$ cat src/rtl/axil_periph_router.sv
// AXI4-Lite 1-to-N address router with independent single-outstanding read and write FSMs.
// Optional per-FSM watchdog with sticky hung ports when AXIL_ROUTER_TIMEOUT_EN is defined.
module axil_periph_router #(
  parameter int NUM_PORTS      = 2,
  parameter int ADDR_WIDTH     = 64,
  parameter int DATA_WIDTH     = 64,
  parameter logic [NUM_PORTS*ADDR_WIDTH-1:0] BASE_ADDR =
    {64'h0000_0000_4010_0000, 64'h0000_0000_4000_0000},
  parameter logic [NUM_PORTS*ADDR_WIDTH-1:0] ADDR_MASK = {2{64'hFFFF_FFFF_FFF0_0000}},
  parameter int TIMEOUT_CYCLES = 1024
) (
  input  logic                             chipset_clk,
  input  logic                             chipset_rst,
  input  logic [ADDR_WIDTH-1:0]            s_awaddr,
  input  logic                             s_awvalid,
  output logic                             s_awready,
  input  logic [DATA_WIDTH-1:0]            s_wdata,
  input  logic [DATA_WIDTH/8-1:0]          s_wstrb,
  input  logic                             s_wvalid,
  output logic                             s_wready,
  output logic [1:0]                       s_bresp,
  output logic                             s_bvalid,
  input  logic                             s_bready,
  input  logic [ADDR_WIDTH-1:0]            s_araddr,
  input  logic                             s_arvalid,
  output logic                             s_arready,
  output logic [DATA_WIDTH-1:0]            s_rdata,
  output logic [1:0]                       s_rresp,
  output logic                             s_rvalid,
  input  logic                             s_rready,
  output logic [NUM_PORTS*ADDR_WIDTH-1:0]  m_awaddr,
  output logic [NUM_PORTS-1:0]             m_awvalid,
  input  logic [NUM_PORTS-1:0]             m_awready,
  output logic [NUM_PORTS*DATA_WIDTH-1:0]  m_wdata,
  output logic [NUM_PORTS*DATA_WIDTH/8-1:0] m_wstrb,
  output logic [NUM_PORTS-1:0]             m_wvalid,
  input  logic [NUM_PORTS-1:0]             m_wready,
  input  logic [NUM_PORTS*2-1:0]           m_bresp,
  input  logic [NUM_PORTS-1:0]             m_bvalid,
  output logic [NUM_PORTS-1:0]             m_bready,
  output logic [NUM_PORTS*ADDR_WIDTH-1:0]  m_araddr,
  output logic [NUM_PORTS-1:0]             m_arvalid,
  input  logic [NUM_PORTS-1:0]             m_arready,
  input  logic [NUM_PORTS*DATA_WIDTH-1:0]  m_rdata,
  input  logic [NUM_PORTS*2-1:0]           m_rresp,
  input  logic [NUM_PORTS-1:0]             m_rvalid,
  output logic [NUM_PORTS-1:0]             m_rready,
  output logic [2:0]                       dbg_wstate,
  output logic [1:0]                       dbg_rstate
);
  // All channels use AXI valid/ready: a beat transfers on a rising edge where both are 1;
  // valid never waits on ready and, once raised, holds with stable payload until accepted.
  localparam int PW = (NUM_PORTS > 1) ? $clog2(NUM_PORTS) : 1;
  localparam logic [1:0] SLVERR = 2'b10;
  localparam logic [1:0] DECERR = 2'b11;

  typedef enum logic [2:0] {W_IDLE, W_FWD, W_RESP, W_ERR, W_BRESP} wstate_e;
  typedef enum logic [1:0] {R_IDLE, R_FWD, R_WAIT, R_DATA} rstate_e;

  wstate_e wstate_q, wstate_d;
  rstate_e rstate_q, rstate_d;
  logic [PW-1:0] wport_q, wport_d, rport_q, rport_d;
  logic [ADDR_WIDTH-1:0] waddr_q, waddr_d, raddr_q, raddr_d;
  logic aw_done_q, aw_done_d, w_done_q, w_done_d;
  logic [1:0] bresp_q, bresp_d, rresp_q, rresp_d;
  logic [DATA_WIDTH-1:0] rdata_q, rdata_d;
  logic [PW:0] aw_dec, ar_dec;
  logic aw_hung, ar_hung, aw_fin, w_fin;

  // Loop runs high to low so the lowest matching port wins; MSB of the result is the hit flag.
  function automatic logic [PW:0] decode(input logic [ADDR_WIDTH-1:0] a);
    logic [PW:0] r;
    r = '0;
    for (int i = NUM_PORTS - 1; i >= 0; i--)
      if ((a & ADDR_MASK[i*ADDR_WIDTH +: ADDR_WIDTH]) == BASE_ADDR[i*ADDR_WIDTH +: ADDR_WIDTH])
        r = {1'b1, PW'(i)};
    return r;
  endfunction

  assign aw_dec     = decode(s_awaddr);
  assign ar_dec     = decode(s_araddr);
  assign m_awaddr   = {NUM_PORTS{waddr_q}};
  assign m_araddr   = {NUM_PORTS{raddr_q}};
  assign m_wdata    = {NUM_PORTS{s_wdata}};
  assign m_wstrb    = {NUM_PORTS{s_wstrb}};
  assign s_bresp    = bresp_q;
  assign s_rresp    = rresp_q;
  assign s_rdata    = rdata_q;
  assign dbg_wstate = wstate_q;
  assign dbg_rstate = rstate_q;

`ifdef AXIL_ROUTER_TIMEOUT_EN
  localparam int CW = $clog2(TIMEOUT_CYCLES);
  logic [CW-1:0] wcnt_q, wcnt_d, rcnt_q, rcnt_d;
  logic [NUM_PORTS-1:0] hung_q, hung_d;
  logic wto, rto;
  assign aw_hung = hung_q[aw_dec[PW-1:0]];
  assign ar_hung = hung_q[ar_dec[PW-1:0]];

  always_comb begin
    hung_d = hung_q;
    if (wto) hung_d[wport_q] = 1'b1;
    if (rto) hung_d[rport_q] = 1'b1;
  end
`else
  assign aw_hung = 1'b0;
  assign ar_hung = 1'b0;
`endif

  always_comb begin
    wstate_d  = wstate_q;
    wport_d   = wport_q;
    waddr_d   = waddr_q;
    aw_done_d = aw_done_q;
    w_done_d  = w_done_q;
    bresp_d   = bresp_q;
    aw_fin    = 1'b0;
    w_fin     = 1'b0;
    s_awready = 1'b0;
    s_wready  = 1'b0;
    s_bvalid  = 1'b0;
    m_awvalid = '0;
    m_wvalid  = '0;
    m_bready  = '0;
    case (wstate_q)
      W_IDLE: begin
        s_awready = !chipset_rst;
        if (s_awvalid && !chipset_rst) begin
          waddr_d   = s_awaddr;
          wport_d   = aw_dec[PW-1:0];
          aw_done_d = 1'b0;
          w_done_d  = 1'b0;
          if (aw_dec[PW] && !aw_hung) begin
            wstate_d = W_FWD;
          end else begin
            bresp_d  = aw_dec[PW] ? SLVERR : DECERR;
            wstate_d = W_ERR;
          end
        end
      end
      W_FWD: begin
        m_awvalid[wport_q] = !aw_done_q;
        m_wvalid[wport_q]  = s_wvalid && !w_done_q;
        s_wready           = m_wready[wport_q] && !w_done_q;
        aw_fin    = aw_done_q || m_awready[wport_q];
        w_fin     = w_done_q || (s_wvalid && m_wready[wport_q]);
        aw_done_d = aw_fin;
        w_done_d  = w_fin;
        if (aw_fin && w_fin) wstate_d = W_RESP;
      end
      W_RESP: begin
        m_bready[wport_q] = 1'b1;
        if (m_bvalid[wport_q]) begin
          bresp_d  = m_bresp[wport_q*2 +: 2];
          wstate_d = W_BRESP;
        end
      end
      W_ERR: begin
        s_wready = 1'b1;
        if (s_wvalid) wstate_d = W_BRESP;
      end
      W_BRESP: begin
        s_bvalid = 1'b1;
        if (s_bready) wstate_d = W_IDLE;
      end
      default: wstate_d = W_IDLE;
    endcase
`ifdef AXIL_ROUTER_TIMEOUT_EN
    wcnt_d = '0;
    wto    = 1'b0;
    if (wstate_q == W_FWD || wstate_q == W_RESP) begin
      wcnt_d = wcnt_q + 1'b1;
      // A response arriving on the expiry cycle still wins; otherwise abandon, absorbing any pending W.
      if (wstate_d == wstate_q && wcnt_q == CW'(TIMEOUT_CYCLES - 1)) begin
        wto      = 1'b1;
        bresp_d  = SLVERR;
        wstate_d = w_done_d ? W_BRESP : W_ERR;
      end
    end
    m_bready = m_bready | hung_q;
`endif
  end

  always_comb begin
    rstate_d  = rstate_q;
    rport_d   = rport_q;
    raddr_d   = raddr_q;
    rresp_d   = rresp_q;
    rdata_d   = rdata_q;
    s_arready = 1'b0;
    s_rvalid  = 1'b0;
    m_arvalid = '0;
    m_rready  = '0;
    case (rstate_q)
      R_IDLE: begin
        s_arready = !chipset_rst;
        if (s_arvalid && !chipset_rst) begin
          raddr_d = s_araddr;
          rport_d = ar_dec[PW-1:0];
          if (ar_dec[PW] && !ar_hung) begin
            rstate_d = R_FWD;
          end else begin
            rdata_d  = '0;
            rresp_d  = ar_dec[PW] ? SLVERR : DECERR;
            rstate_d = R_DATA;
          end
        end
      end
      R_FWD: begin
        m_arvalid[rport_q] = 1'b1;
        if (m_arready[rport_q]) rstate_d = R_WAIT;
      end
      R_WAIT: begin
        m_rready[rport_q] = 1'b1;
        if (m_rvalid[rport_q]) begin
          rdata_d  = m_rdata[rport_q*DATA_WIDTH +: DATA_WIDTH];
          rresp_d  = m_rresp[rport_q*2 +: 2];
          rstate_d = R_DATA;
        end
      end
      R_DATA: begin
        s_rvalid = 1'b1;
        if (s_rready) rstate_d = R_IDLE;
      end
      default: rstate_d = R_IDLE;
    endcase
`ifdef AXIL_ROUTER_TIMEOUT_EN
    rcnt_d = '0;
    rto    = 1'b0;
    if (rstate_q == R_FWD || rstate_q == R_WAIT) begin
      rcnt_d = rcnt_q + 1'b1;
      if (rstate_d == rstate_q && rcnt_q == CW'(TIMEOUT_CYCLES - 1)) begin
        rto      = 1'b1;
        rdata_d  = '0;
        rresp_d  = SLVERR;
        rstate_d = R_DATA;
      end
    end
    m_rready = m_rready | hung_q;
`endif
  end

  always_ff @(posedge chipset_clk or posedge chipset_rst) begin
    if (chipset_rst) begin
      wstate_q  <= W_IDLE;
      rstate_q  <= R_IDLE;
      wport_q   <= '0;
      rport_q   <= '0;
      waddr_q   <= '0;
      raddr_q   <= '0;
      aw_done_q <= 1'b0;
      w_done_q  <= 1'b0;
      bresp_q   <= '0;
      rresp_q   <= '0;
      rdata_q   <= '0;
`ifdef AXIL_ROUTER_TIMEOUT_EN
      wcnt_q    <= '0;
      rcnt_q    <= '0;
      hung_q    <= '0;
`endif
    end else begin
      wstate_q  <= wstate_d;
      rstate_q  <= rstate_d;
      wport_q   <= wport_d;
      rport_q   <= rport_d;
      waddr_q   <= waddr_d;
      raddr_q   <= raddr_d;
      aw_done_q <= aw_done_d;
      w_done_q  <= w_done_d;
      bresp_q   <= bresp_d;
      rresp_q   <= rresp_d;
      rdata_q   <= rdata_d;
`ifdef AXIL_ROUTER_TIMEOUT_EN
      wcnt_q    <= wcnt_d;
      rcnt_q    <= rcnt_d;
      hung_q    <= hung_d;
`endif
    end
  end
endmodule
$ cat config.mk
export PLATFORM = sky130hd
export DESIGN_NAME = axil_periph_router
export DESIGN_NICKNAME = d
export VERILOG_FILES = /design/src/rtl/axil_periph_router.sv
export SDC_FILE = /design/constraint.sdc
export NUM_CORES = 1
export LEC_CHECK = 0
export BUFFER_PORTS_ARGS = -buffer_cell sky130_fd_sc_hd__buf_2
export CORE_AREA = 2 2 329 331
export DETAILED_ROUTE_END_ITERATION = 16
export DIE_AREA = 0 0 331 333
export GPL_TIMING_DRIVEN = 0
export HOLD_SLACK_MARGIN = 0.1
export PLACE_DENSITY = 0.33
export RECOVER_POWER = 100
export SKIP_LAST_GASP = 1
export SLEW_MARGIN = 25
export SYNTH_ARGS = -nofsm -noshare
export SYNTH_HDL_FRONTEND = slang
export SYNTH_SLANG_ARGS = --single-unit
$ cat constraint.sdc
create_clock -name chipset_clk -period 13.5 [get_ports chipset_clk]
set_input_delay 0.675 -clock chipset_clk [delete_from_list [all_inputs] [get_ports chipset_clk]]
set_output_delay 0.675 -clock chipset_clk [all_outputs]
set_load 0.01 [all_outputs]
==> metrics <==
status=finished, violations left; failing checks=capacitance limit, slew limit; Initial Utilization=between 10% and 20%; Critical Path Source Type=input port; Crit path required time=around 13000 ps; Worst-Margin Slew=4200 ps; largest net degree at the start of global routing=73; CTS Hold Buffers Added=0; clock sink total=~210; leakage=7.95 nW; crit path time final=6430 ps; max cap viols=2; hold path depth=3; EDFF count, synth=0; vias in the first global route=10767; final period utilization=47.6%; clock tree buffer depth=3; DRT antenna net count=0; RSZ-0062 raised after global routing=false; Clock H-tree levels=1; clock-pin slew of the registers on the worst-case setup and hold paths=around 60 ps; DR DRC count=0; type of the tightest min-delay check=input port to flop; drt first pass iters=4; TritonCTS clock tree=yes; final instance area=around 17000 sq um; Post-CTS Resized=0; I/O pin count=841; # setup viols final=0; commonest non-fill, non-tap cells in the layout=clkbuf_1 (469), buf_2 (349), buf_4 (211); pre-CTS WS=just under 10000 ps; port buffer count=~770; critical path class=input port to asynchronous set/reset pin; total CTS buffers=29; Synth Cell Area=approximately 11000 sq um; Syn-to-layout area delta=51.6%; Setup Fix Bufs, Post-CTS=0; relative slew slack=-180%; Syn Inst Count=about 1100; chip width=roughly 330 um; fin nets=between 2000 and 2500; root buffer cell=clkbuf_16; Final Util=16.2%; Setup crit end kind=asynchronous set/reset pin; Routed WL per cell=between 15 and 20 um; commonest non-fill, non-tap cell in the layout=clkbuf_1; initial antenna violation count=8; PD cells=roughly 210 nW/um^2; Synthesized Nets=~1500; worst vdd ir=~0.079 mV; FF-to-FF path depth=8; FMAX=0.156 GHz; Synth warnings=0; synthesized area per cell=10.4 sq um; CP max FO=72; placed cell area=approximately 17000 sq um; worst hold margin=between 200 and 300 ps; first-pass GRT wire length=between 70 and 80 mm; die area=around 110000 sq um; Initial DRC Count=248; flops & latches, synth=205; ys async rst share=100%; final worst setup slack=roughly 7100 ps; Placer Congestion=between 0.7 and 0.8; Primary FF master, synth=dfrtp_1; sequential element share of the synthesized area=around 45%; drt total wl=around 55 mm; Critical Path AT=between 6000 and 7000 ps; fraction of layout cells with a size suffix above 1=between 40% and 50%; Core ar.=around 110000 sq um; synth unique cells=38; Fin Setup TNS=0 ps; detailed-placement wirelength estimate=roughly 46 mm; Final Hold Vio Count=0; die height=about 330 um; Rows=120; vias per inst=around 3.1; Slew Viols, Final=144; Clock Skew=around 22 ps; via count=around 10000; Total Routing Usage GR=a little under a tenth; Clock Latency Late Sink=approximately 600 ps; GRT Residual Overflow=0
-- report_power, final --
part | internal (mW) | switching [mW]
clock network | 0.460 | 0.324
logic | 0.761 | 0.903
registers | 0.902 | 0.250
-- logic make-up after synthesis --
kind of cell	count (synthesis)	synth area share [%]
muxes	202	20.6
DFF	205	45.1
adders and majority gates	5	0.551
buffers and inverters	326	20.2
and+or+nand+nor	332	12.2
AOI/OAI and AO/OA	22	1.29
-- final timing paths --
path                                   start             to  slack, ps
max in group chipset_clk         chipset_rst     raddr_q[0]       7180
worst min register to register   s_rdata[32]    s_rdata[32]        490
min in group asynchronous        chipset_rst  dbg_wstate[1]       1340
worst max register to register       rport_q    s_rdata[38]       9940
worst min-delay path            s_araddr[10]    raddr_q[10]        270
worst max-delay path             chipset_rst    s_rdata[40]       7070
-- per-layer routing --
| metal | vias to the layer above | wire length [um] | GRT usage [%] |
|---|---|---|---|
| met5 | - | 13 | 0 |
| li1 | 4931 | - | - |
| met4 | 2 | 914 | 2.04 |
| met1 | 4783 | 21800 | 11.1 |
| met2 | 542 | 27400 | 17.0 |
| met3 | 49 | 4990 | 2.35 |
-- synthesized netlist by cell type, types with 2 or more instances --
master / count / share of area [%]
buf_4: 272 / 18
nand2_1: 208 / 6.9
dfrtp_1: 205 / 45
mux2_2: 93 / 9.2
nor2_1: 71 / 2.3
mux2i_1: 69 / 6.1
mux2_4: 40 / 5.3
clkbuf_1: 21 / 0.69
nor4_1: 20 / 1.1
buf_2: 11 / 0.48
inv_1: 9 / 0.30
buf_1: 8 / 0.26
a21oi_1: 6 / 0.26
buf_6: 5 / 0.50
ha_1: 5 / 0.55
nor3_1: 5 / 0.22
o21ai_0: 5 / 0.22
nand4_1: 4 / 0.22
nor2b_1: 4 / 0.22
and2_1: 3 / 0.17
nand2b_1: 3 / 0.17
nand3_1: 3 / 0.13
nor4b_1: 3 / 0.23
a211oi_1: 2 / 0.13
nor3b_1: 2 / 0.13
o22a_1: 2 / 0.15
or3_1: 2 / 0.11
-- final cells by class --
type | instances | area [sq um]
multi-input combinational | 561 | 3790
buffer | 317 | 2210
antenna | 4 | 10.0
inverter | 9 | 35.0
clock buffer | 43 | 868
sequential | 205 | 5130
fill | 12361 | 89400
clock inverter | 8 | 78.8
timing repair buffer | 771 | 3350
tap | 1403 | 1760
-- critical path, cell delays in order --
cell and delay [ps]:
clkbuf_1 250, clkinvlp_2 2050, clkbuf_1 3000
-- state kept, by name (all words and copies together), names as in the netlist --
signal      count
wport_q         1
raddr_q        64
s_rdata        64
dbg_rstate      2
s_bresp         2
w_done_q        1
waddr_q        64
s_rresp         2
rport_q         1
dbg_wstate      3
aw_done_q       1
-- metrics by stage --
stage	instances	power, mW
after global placement	3263	3.10
after CTS	3317	3.92
final	3321	3.60
after floorplan	1092	2.20
after global routing	3317	3.89
after detailed placement	3266	3.08
(Power assumes the default switching activity.)
